--- src/rtl/dma_attack_engine.sv ---
// Register-programmed DMA master: single/burst word reads and writes with abort.
// Optional CHKSUM register (read XOR / write sum) is enabled by defining DMA_ATK_CHECKSUM_EN.
module dma_attack_engine #(
  parameter logic [14:0] BASE_ADDR = 15'h0070,
  parameter int          DEC_WD    = 4,
  parameter int          CNT_WD    = 8
) (
  input  logic        mclk,
  input  logic        puc_rst_n,
  input  logic [13:0] per_addr,
  input  logic [15:0] per_din,
  input  logic        per_en,
  input  logic [1:0]  per_we,
  output logic [15:0] per_dout,
  input  logic        dma_ready,
  input  logic [15:0] dma_dout,
  output logic        dma_en,
  output logic [14:0] dma_addr,
  output logic [15:0] dma_din,
  output logic [1:0]  dma_we
);
  localparam int IW = DEC_WD - 1;

  typedef enum logic [1:0] {S_IDLE, S_REQ, S_CAPT, S_FIN} state_t;

  state_t              state_q, state_d;
  logic [15:0]         addr_q, addr_d, wdata_q, wdata_d, rdata_q, rdata_d;
  logic [CNT_WD-1:0]   count_q, count_d, rem_q, rem_d;
  logic                dir_q, dir_d, inc_q, inc_d;
  logic                done_q, done_d, aborted_q, aborted_d, pend_q, pend_d;
  logic                sel, wr, busy, ctrl_wr, start_go, abort_go;
  logic [15:0]         off, cnt_w, chk_rd;

  function automatic logic [15:0] bmerge(input logic [15:0] old, input logic [15:0] din,
                                         input logic [1:0] we);
    return {we[1] ? din[15:8] : old[15:8], we[0] ? din[7:0] : old[7:0]};
  endfunction

  assign sel      = per_en && (per_addr[13:IW] == BASE_ADDR[14:DEC_WD]);
  assign off      = 16'({per_addr[IW-1:0], 1'b0});
  assign wr       = sel && (per_we != 2'b00);
  assign busy     = (state_q == S_REQ) || (state_q == S_CAPT);
  assign ctrl_wr  = wr && (off == 16'h0) && per_we[0];
  // ABORT wins over START when both land in the same write
  assign abort_go = ctrl_wr && per_din[3];
  assign start_go = ctrl_wr && per_din[0] && !per_din[3] && !busy;

  always_comb begin
    state_d = state_q;
    addr_d  = addr_q;
    wdata_d = wdata_q;
    rdata_d = rdata_q;
    count_d = count_q;
    rem_d   = rem_q;
    dir_d   = dir_q;
    inc_d   = inc_q;
    done_d  = done_q;
    aborted_d = aborted_q;
    pend_d  = pend_q;
    cnt_w   = bmerge(16'(count_q), per_din, per_we);
    if (wr && !busy) begin
      case (off)
        16'h0: if (per_we[0]) begin dir_d = per_din[1]; inc_d = per_din[2]; end
        16'h2: addr_d  = bmerge(addr_q, per_din, per_we);
        16'h4: wdata_d = bmerge(wdata_q, per_din, per_we);
        16'h6: count_d = cnt_w[CNT_WD-1:0];
        default: ;
      endcase
    end
    case (state_q)
      S_IDLE, S_FIN: begin
        state_d = S_IDLE;
        if (start_go) begin
          aborted_d = 1'b0;
          pend_d    = 1'b0;
          if (count_q == '0) done_d = 1'b1;
          else begin
            done_d  = 1'b0;
            rem_d   = count_q;
            state_d = S_REQ;
          end
        end
      end
      S_REQ: begin
        if (dma_ready) begin
          rem_d = rem_q - 1'b1;
          if (inc_q) addr_d = {addr_q[15:1] + 15'd1, addr_q[0]};
          // an abort that coincides with acceptance lets the read finish its capture
          if (!dir_q) begin
            state_d = S_CAPT;
            pend_d  = abort_go;
          end else if (abort_go) begin
            state_d   = S_IDLE;
            aborted_d = 1'b1;
          end else if (rem_d == '0) begin
            state_d = S_FIN;
            done_d  = 1'b1;
          end
        end else if (abort_go) begin
          state_d   = S_IDLE;
          aborted_d = 1'b1;
        end
      end
      S_CAPT: begin
        rdata_d = dma_dout;
        if (abort_go || pend_q) begin
          state_d   = S_IDLE;
          aborted_d = 1'b1;
          pend_d    = 1'b0;
        end else if (rem_q == '0) begin
          state_d = S_FIN;
          done_d  = 1'b1;
        end else state_d = S_REQ;
      end
      default: state_d = S_IDLE;
    endcase
  end

  always_ff @(posedge mclk or negedge puc_rst_n) begin
    if (!puc_rst_n) begin
      state_q <= S_IDLE;
      addr_q  <= '0;
      wdata_q <= '0;
      rdata_q <= '0;
      count_q <= '0;
      rem_q   <= '0;
      dir_q   <= 1'b0;
      inc_q   <= 1'b0;
      done_q  <= 1'b0;
      aborted_q <= 1'b0;
      pend_q  <= 1'b0;
    end else begin
      state_q <= state_d;
      addr_q  <= addr_d;
      wdata_q <= wdata_d;
      rdata_q <= rdata_d;
      count_q <= count_d;
      rem_q   <= rem_d;
      dir_q   <= dir_d;
      inc_q   <= inc_d;
      done_q  <= done_d;
      aborted_q <= aborted_d;
      pend_q  <= pend_d;
    end
  end

`ifdef DMA_ATK_CHECKSUM_EN
  logic [15:0] chk_q, chk_d;

  always_comb begin
    chk_d = chk_q;
    if (start_go) chk_d = 16'h0;
    else if (state_q == S_REQ && dma_ready && dir_q) chk_d = chk_q + wdata_q;
    else if (state_q == S_CAPT) chk_d = chk_q ^ dma_dout;
  end

  always_ff @(posedge mclk or negedge puc_rst_n) begin
    if (!puc_rst_n) chk_q <= '0;
    else            chk_q <= chk_d;
  end

  assign chk_rd = chk_q;
`else
  assign chk_rd = 16'h0;
`endif

  always_comb begin
    per_dout = 16'h0;
    if (sel && per_we == 2'b00) begin
      case (off)
        16'h0: per_dout = {13'h0, inc_q, dir_q, 1'b0};
        16'h2: per_dout = addr_q;
        16'h4: per_dout = wdata_q;
        16'h6: per_dout = 16'(count_q);
        16'h8: per_dout = {13'h0, aborted_q, done_q, busy};
        16'hA: per_dout = rdata_q;
        16'hC: per_dout = chk_rd;
        default: per_dout = 16'h0;
      endcase
    end
  end

  assign dma_en   = (state_q == S_REQ);
  assign dma_we   = (state_q == S_REQ && dir_q) ? 2'b11 : 2'b00;
  assign dma_addr = addr_q[15:1];
  assign dma_din  = wdata_q;
endmodule

--- config.mk ---
export PLATFORM = sky130hd
export DESIGN_NAME = dma_attack_engine
export DESIGN_NICKNAME = d
export VERILOG_FILES = /design/src/rtl/dma_attack_engine.sv
export SDC_FILE = /design/constraint.sdc
export NUM_CORES = 1
export LEC_CHECK = 0
export BUFFER_PORTS_ARGS = -buffer_cell sky130_fd_sc_hd__buf_2
export CAP_MARGIN = 40
export CORE_MARGIN = 2
export CORE_UTILIZATION = 50
export DETAILED_ROUTE_END_ITERATION = 12
export GPL_ROUTABILITY_DRIVEN = 0
export PLACE_DENSITY = 0.75
export SYNTH_ARGS = -nofsm -noshare
export SYNTH_HDL_FRONTEND = slang
export SYNTH_SLANG_ARGS = --single-unit
--- constraint.sdc ---
create_clock -name mclk -period 5.3 [get_ports mclk]
set_input_delay 0.795 -clock mclk [delete_from_list [all_inputs] [get_ports mclk]]
set_output_delay 0.795 -clock mclk [all_outputs]
set_load 0.02 [all_outputs]
Word level (Yosys, flattened, before mapping)
Cells that the tools add are included.
Storage, ports and cells
  register bits: 71
  output and inout port bits: 50
  logic and storage cells: 114
Operators by class
  $add $sub $neg: 2
  equal/unequal tests: 23
  mux-type cells: 43
  reduce and logical (&&, ||, !) cells: 33
Operators with widths (number)
  2-to-1 mux 16 bit: 6
  case mux 16 bit (6 select lines): 1
  2-to-1 mux 8 bit: 5
  logical NOT 8 bit: 3
  2-to-1 mux 1 bit: 18
  logical NOT 16 bit: 1
  2-to-1 mux 2 bit: 8
  case mux 8 bit (2 select lines): 1
  adder 15 x 1 -> 15 bit, second input constant: 1
  AND reduction 3 bit: 5
  inequality test 2 bit, second input constant: 6
  equality test 11 x 3 -> 1 bit, second input constant: 1
  logical AND 1 bit: 11
  case mux 1 bit (3 select lines): 3
  inequality test 2 x 1 -> 1 bit, second input constant: 4
  AND reduction 4 bit: 2
  subtractor 8 x 1 -> 8 bit, second input constant: 1
  AND reduction 7 bit: 1
  equality test 3 x 2 -> 1 bit, second input constant: 2
  equality test 3 bit, second input constant: 2
  inequality test 3 x 2 -> 1 bit, second input constant: 2
  case mux 2 bit (3 select lines): 1
  equality test 2 bit, second input constant: 2
  logical NOT 2 bit: 2
  9 further kinds: 12

Longest topological paths before layout
  depth in word-level cells: 10
  gate-level depth with buffers: 10

Least setup slack after synthesis
No wires, ideal clock.
  path type: input to output
  start: input port per_addr[10]
  end: output port per_dout[10]
  data arrival time: 2.354 ns
  required time: 4.505 ns
  path slack: 2.151 ns
  stages: 6
  path buffers: 1
  path through: nor4_2 -> nand3_1 -> or3_1 -> a21o_1 -> buf_1 -> nor2_1
On the way
  word-level cells in the longest chain between the ends: 4
RTL lines
  start: declaration: RTL line 10  | input logic [13:0] per_addr,
  equality test 11 x 3 -> 1 bit: RTL line 39  | assign sel = per_en && (per_addr[13:IW] == BASE_ADDR[14:DEC_WD]);
  logical AND 1 bit: RTL line 39
  logical AND 1 bit: RTL line 169  | if (sel && per_we == 2'b00) begin
  2-to-1 mux 16 bit: RTL line 169
  end: declaration: RTL line 14  | output logic [15:0] per_dout,
No other way between the ends.

Worst setup path in the final report
  start: input port per_addr[10]
  end: output port per_dout[3]
The elaborated chain is that of the path after synthesis.

==> impl_metrics.json <==
{
  "cts_hold_buf": 0,
  "synth_cell_type_count": 59,
  "ys_seq_area_frac": 0.416,
  "port-buffer-count": 101,
  "power_switching_share": 0.246,
  "power_leakage_nw": 2.38,
  "diodes": 0,
  "wl_um": 11800,
  "timing.final.crit_period_ns": 3.54,
  "final_nets": 572,
  "fin_ws_ns": 1.76,
  "arrival_ns": 2.75,
  "synthMuxAreaShare": 0.158,
  "ys.flop_type": "dfrtp_1",
  "grt_overflow": 0,
  "cts_buffers": 9,
  "finalInstanceArea_um2": 4910,
  "synthAdderAreaFrac": 0.0176,
  "postCtsSetupBuffers": 0,
  "fin_crit_sh": 0.668,
  "ys_warn_count": 0,
  "cts_root_buf": "clkbuf_8",
  "layout_commonest_cell": "buf_2",
  "initial_utilization": 0.517,
  "synth.avg_cell_area_um2": 9.69,
  "die_x_um": 96.4,
  "power_mw": 1.09,
  "cp_cell_sequence": "buf_2 -> nor4_2 -> nand3_1 -> or3_1 -> a21o_1 -> a21oi_1 -> buf_2",
  "status": "completed",
  "cp_slowest_cell": "or3_1",
  "hpwl_um": 8670,
  "die_h_um": 96.4,
  "cts_max_level": 3,
  "first_pass_iters": 5,
  "fmax_ghz": 0.282,
  "pwr-share-clk": 0.398,
  "critPathRequiredTime_ns": 4.51,
  "cts_tree": "built",
  "synth_top_family_by_area": "simple AND/OR/NAND/NOR gates",
  "post_dp_cell_area_um2": 4720,
  "finClkSkew_ns": 0.00841,
  "p_sw_mw": 0.269,
  "synth-xor-area-share": 0.00410,
  "num_vias": 3833,
  "pwr_density_cell_nw_per_um2": 223,
  "stdcell_count": 624,
  "cp-start-kind": "input pin",
  "fin_util": 0.595,
  "critical-path-top-delay-family": "simple AND/OR/NAND/NOR gates",
  "clock-sinks": 71,
  "path_max_fanout": 14,
  "tightest_slew_ns": 1.00,
  "synth_compound_area_frac": 0.159,
  "max-slew-margin-rel": 0.329,
  "antenna_found_initial": 0,
  "dp.cells": 608,
  "ys_ff_latch": 71,
  "clk_latency_ns": 0.36,
  "fillers": 742,
  "tns_ns": 0,
  "synth_edf_count": 0,
  "hold_viol": 0,
  "synthSimpleGateAreaFrac": 0.184,
  "whs_ns": 0.383,
  "rows": 33,
  "post_cts_resized": 0,
  "max-clock-path-buffers": 2,
  "rsz0062_at_grt": "false",
  "slowest_delay_ns": 0.39,
  "layout-drive-gt1-share": 0.339,
  "clk_pin_slew_ns": 0.07,
  "grt_max_degree": 57,
  "synth_nets": 499,
  "grt_pass1_vias": 3693,
  "path_class": "in -> out",
  "syn_area_um2": 4270,
  "final_max_slew_viol_count": 0,
  "ant_nets": 0,
  "peakVddDrop_mv": 0.163,
  "p_int_mw": 0.825,
  "power_frac_seq": 0.519,
  "wl_per_cell_um": 18.9,
  "crit_buf_inv": 2,
  "setup_violations": 0,
  "synthCells": 441,
  "io_pins": 102,
  "core_um2": 8260,
  "hold_class": "in -> async",
  "drv_cap": 0,
  "drcViolationCount": 0,
  "via_per_inst": 6.14,
  "p_comb_frac": 0.083,
  "drt_iter0_markers": 298,
  "synthArstFlopShare": 1.00,
  "grt_pass1_wl_um": 18500,
  "dpl_worst_slack_ns": 1.80,
  "areaGrowthSynthToFinish_pct": 15.0,
  "crit_top_cell": "buf_2",
  "die_area_um2": 9300,
  "crit_path_end_kind": "output pin",
  "final_cell_mix": "102 x buf_2, 71 x dfrtp_1, 48 x nor2_1",
  "gr-usage-all-layers": 0.264
}
## Yosys cell counts (all sizes together), types with 4 or more instances
library cell	instances	area [µm²]
ha	6	75.1
or3	6	37.5
buf	25	168
mux2i	14	140
nand2b	5	31.3
o31ai	6	45.0
nor2	48	180
a21oi	31	155
o22ai	7	43.8
clkbuf	17	63.8
and3	7	43.8
mux2	47	533
a22oi	7	52.6
dfrtp	71	1780
o21ai	22	118
nand3	19	95.1
nand4	11	75.1
a31oi	4	25.0
inv	9	33.8
nor3	12	60.1
nand2	17	63.8
## per-layer routing
metal	global-route usage	wire length, µm	vias up
met3	0.0690	837	31
met5	0	0	-
li1	-	-	1760
met1	0.326	4890	1879
met4	0.0880	283	0
met2	0.452	5750	163
## area by class of cell
class	count	area [µm²]	area share
Tap cell	105	131	0.0267
Multi-Input combinational cell	319	2230	0.455
Sequential cell	71	1780	0.362
Inverter	9	33.8	0.00688
Clock buffer	13	149	0.0303
Clock inverter	3	42.5	0.00866
Timing Repair Buffer	104	546	0.111
## flip-flops by register name, summed over array words and instances (netlist names)
signal / count
aborted_q: 1
dma_din: 16
inc_q: 1
state_q: 2
rem_q: 8
addr_q: 16
pend_q: 1
dir_q: 1
count_q: 8
done_q: 1
rdata_q: 16
## final timing paths
kind | endpoint | from | slack [ns] | cells past startpoint
max in group asynchronous | count_q[2] | puc_rst_n | 4.37 | 3
min reg2reg | rdata_q[13] | rdata_q[13] | 0.52 | 1
min | state_q[0] | puc_rst_n | 0.38 | 2
max | per_dout[3] | per_addr[10] | 1.76 | 7
min in group mclk | rdata_q[13] | rdata_q[13] | 0.52 | 1
max reg2reg | addr_q[15] | state_q[1] | 2.37 | 7
## power groups by stage
stage / combinational [mW] / sequential, mW / clock (mW)
finish: 0.0904 / 0.568 / 0.436
global route: 0.100 / 0.569 / 0.466
CTS: 0.0908 / 0.567 / 0.443
detailed placement: 0.0903 / 0.578 / 0
global placement: 0.0850 / 0.577 / 0
floorplan: 0.0444 / 0.573 / 0
## kinds of logic after synthesis
group | Yosys count
compound gates | 104
fa+ha+maj | 6
buf+inv | 51
xor+xnor | 2
mux | 61
simple gates | 146
flops | 71
(Power assumes the default switching activity.)
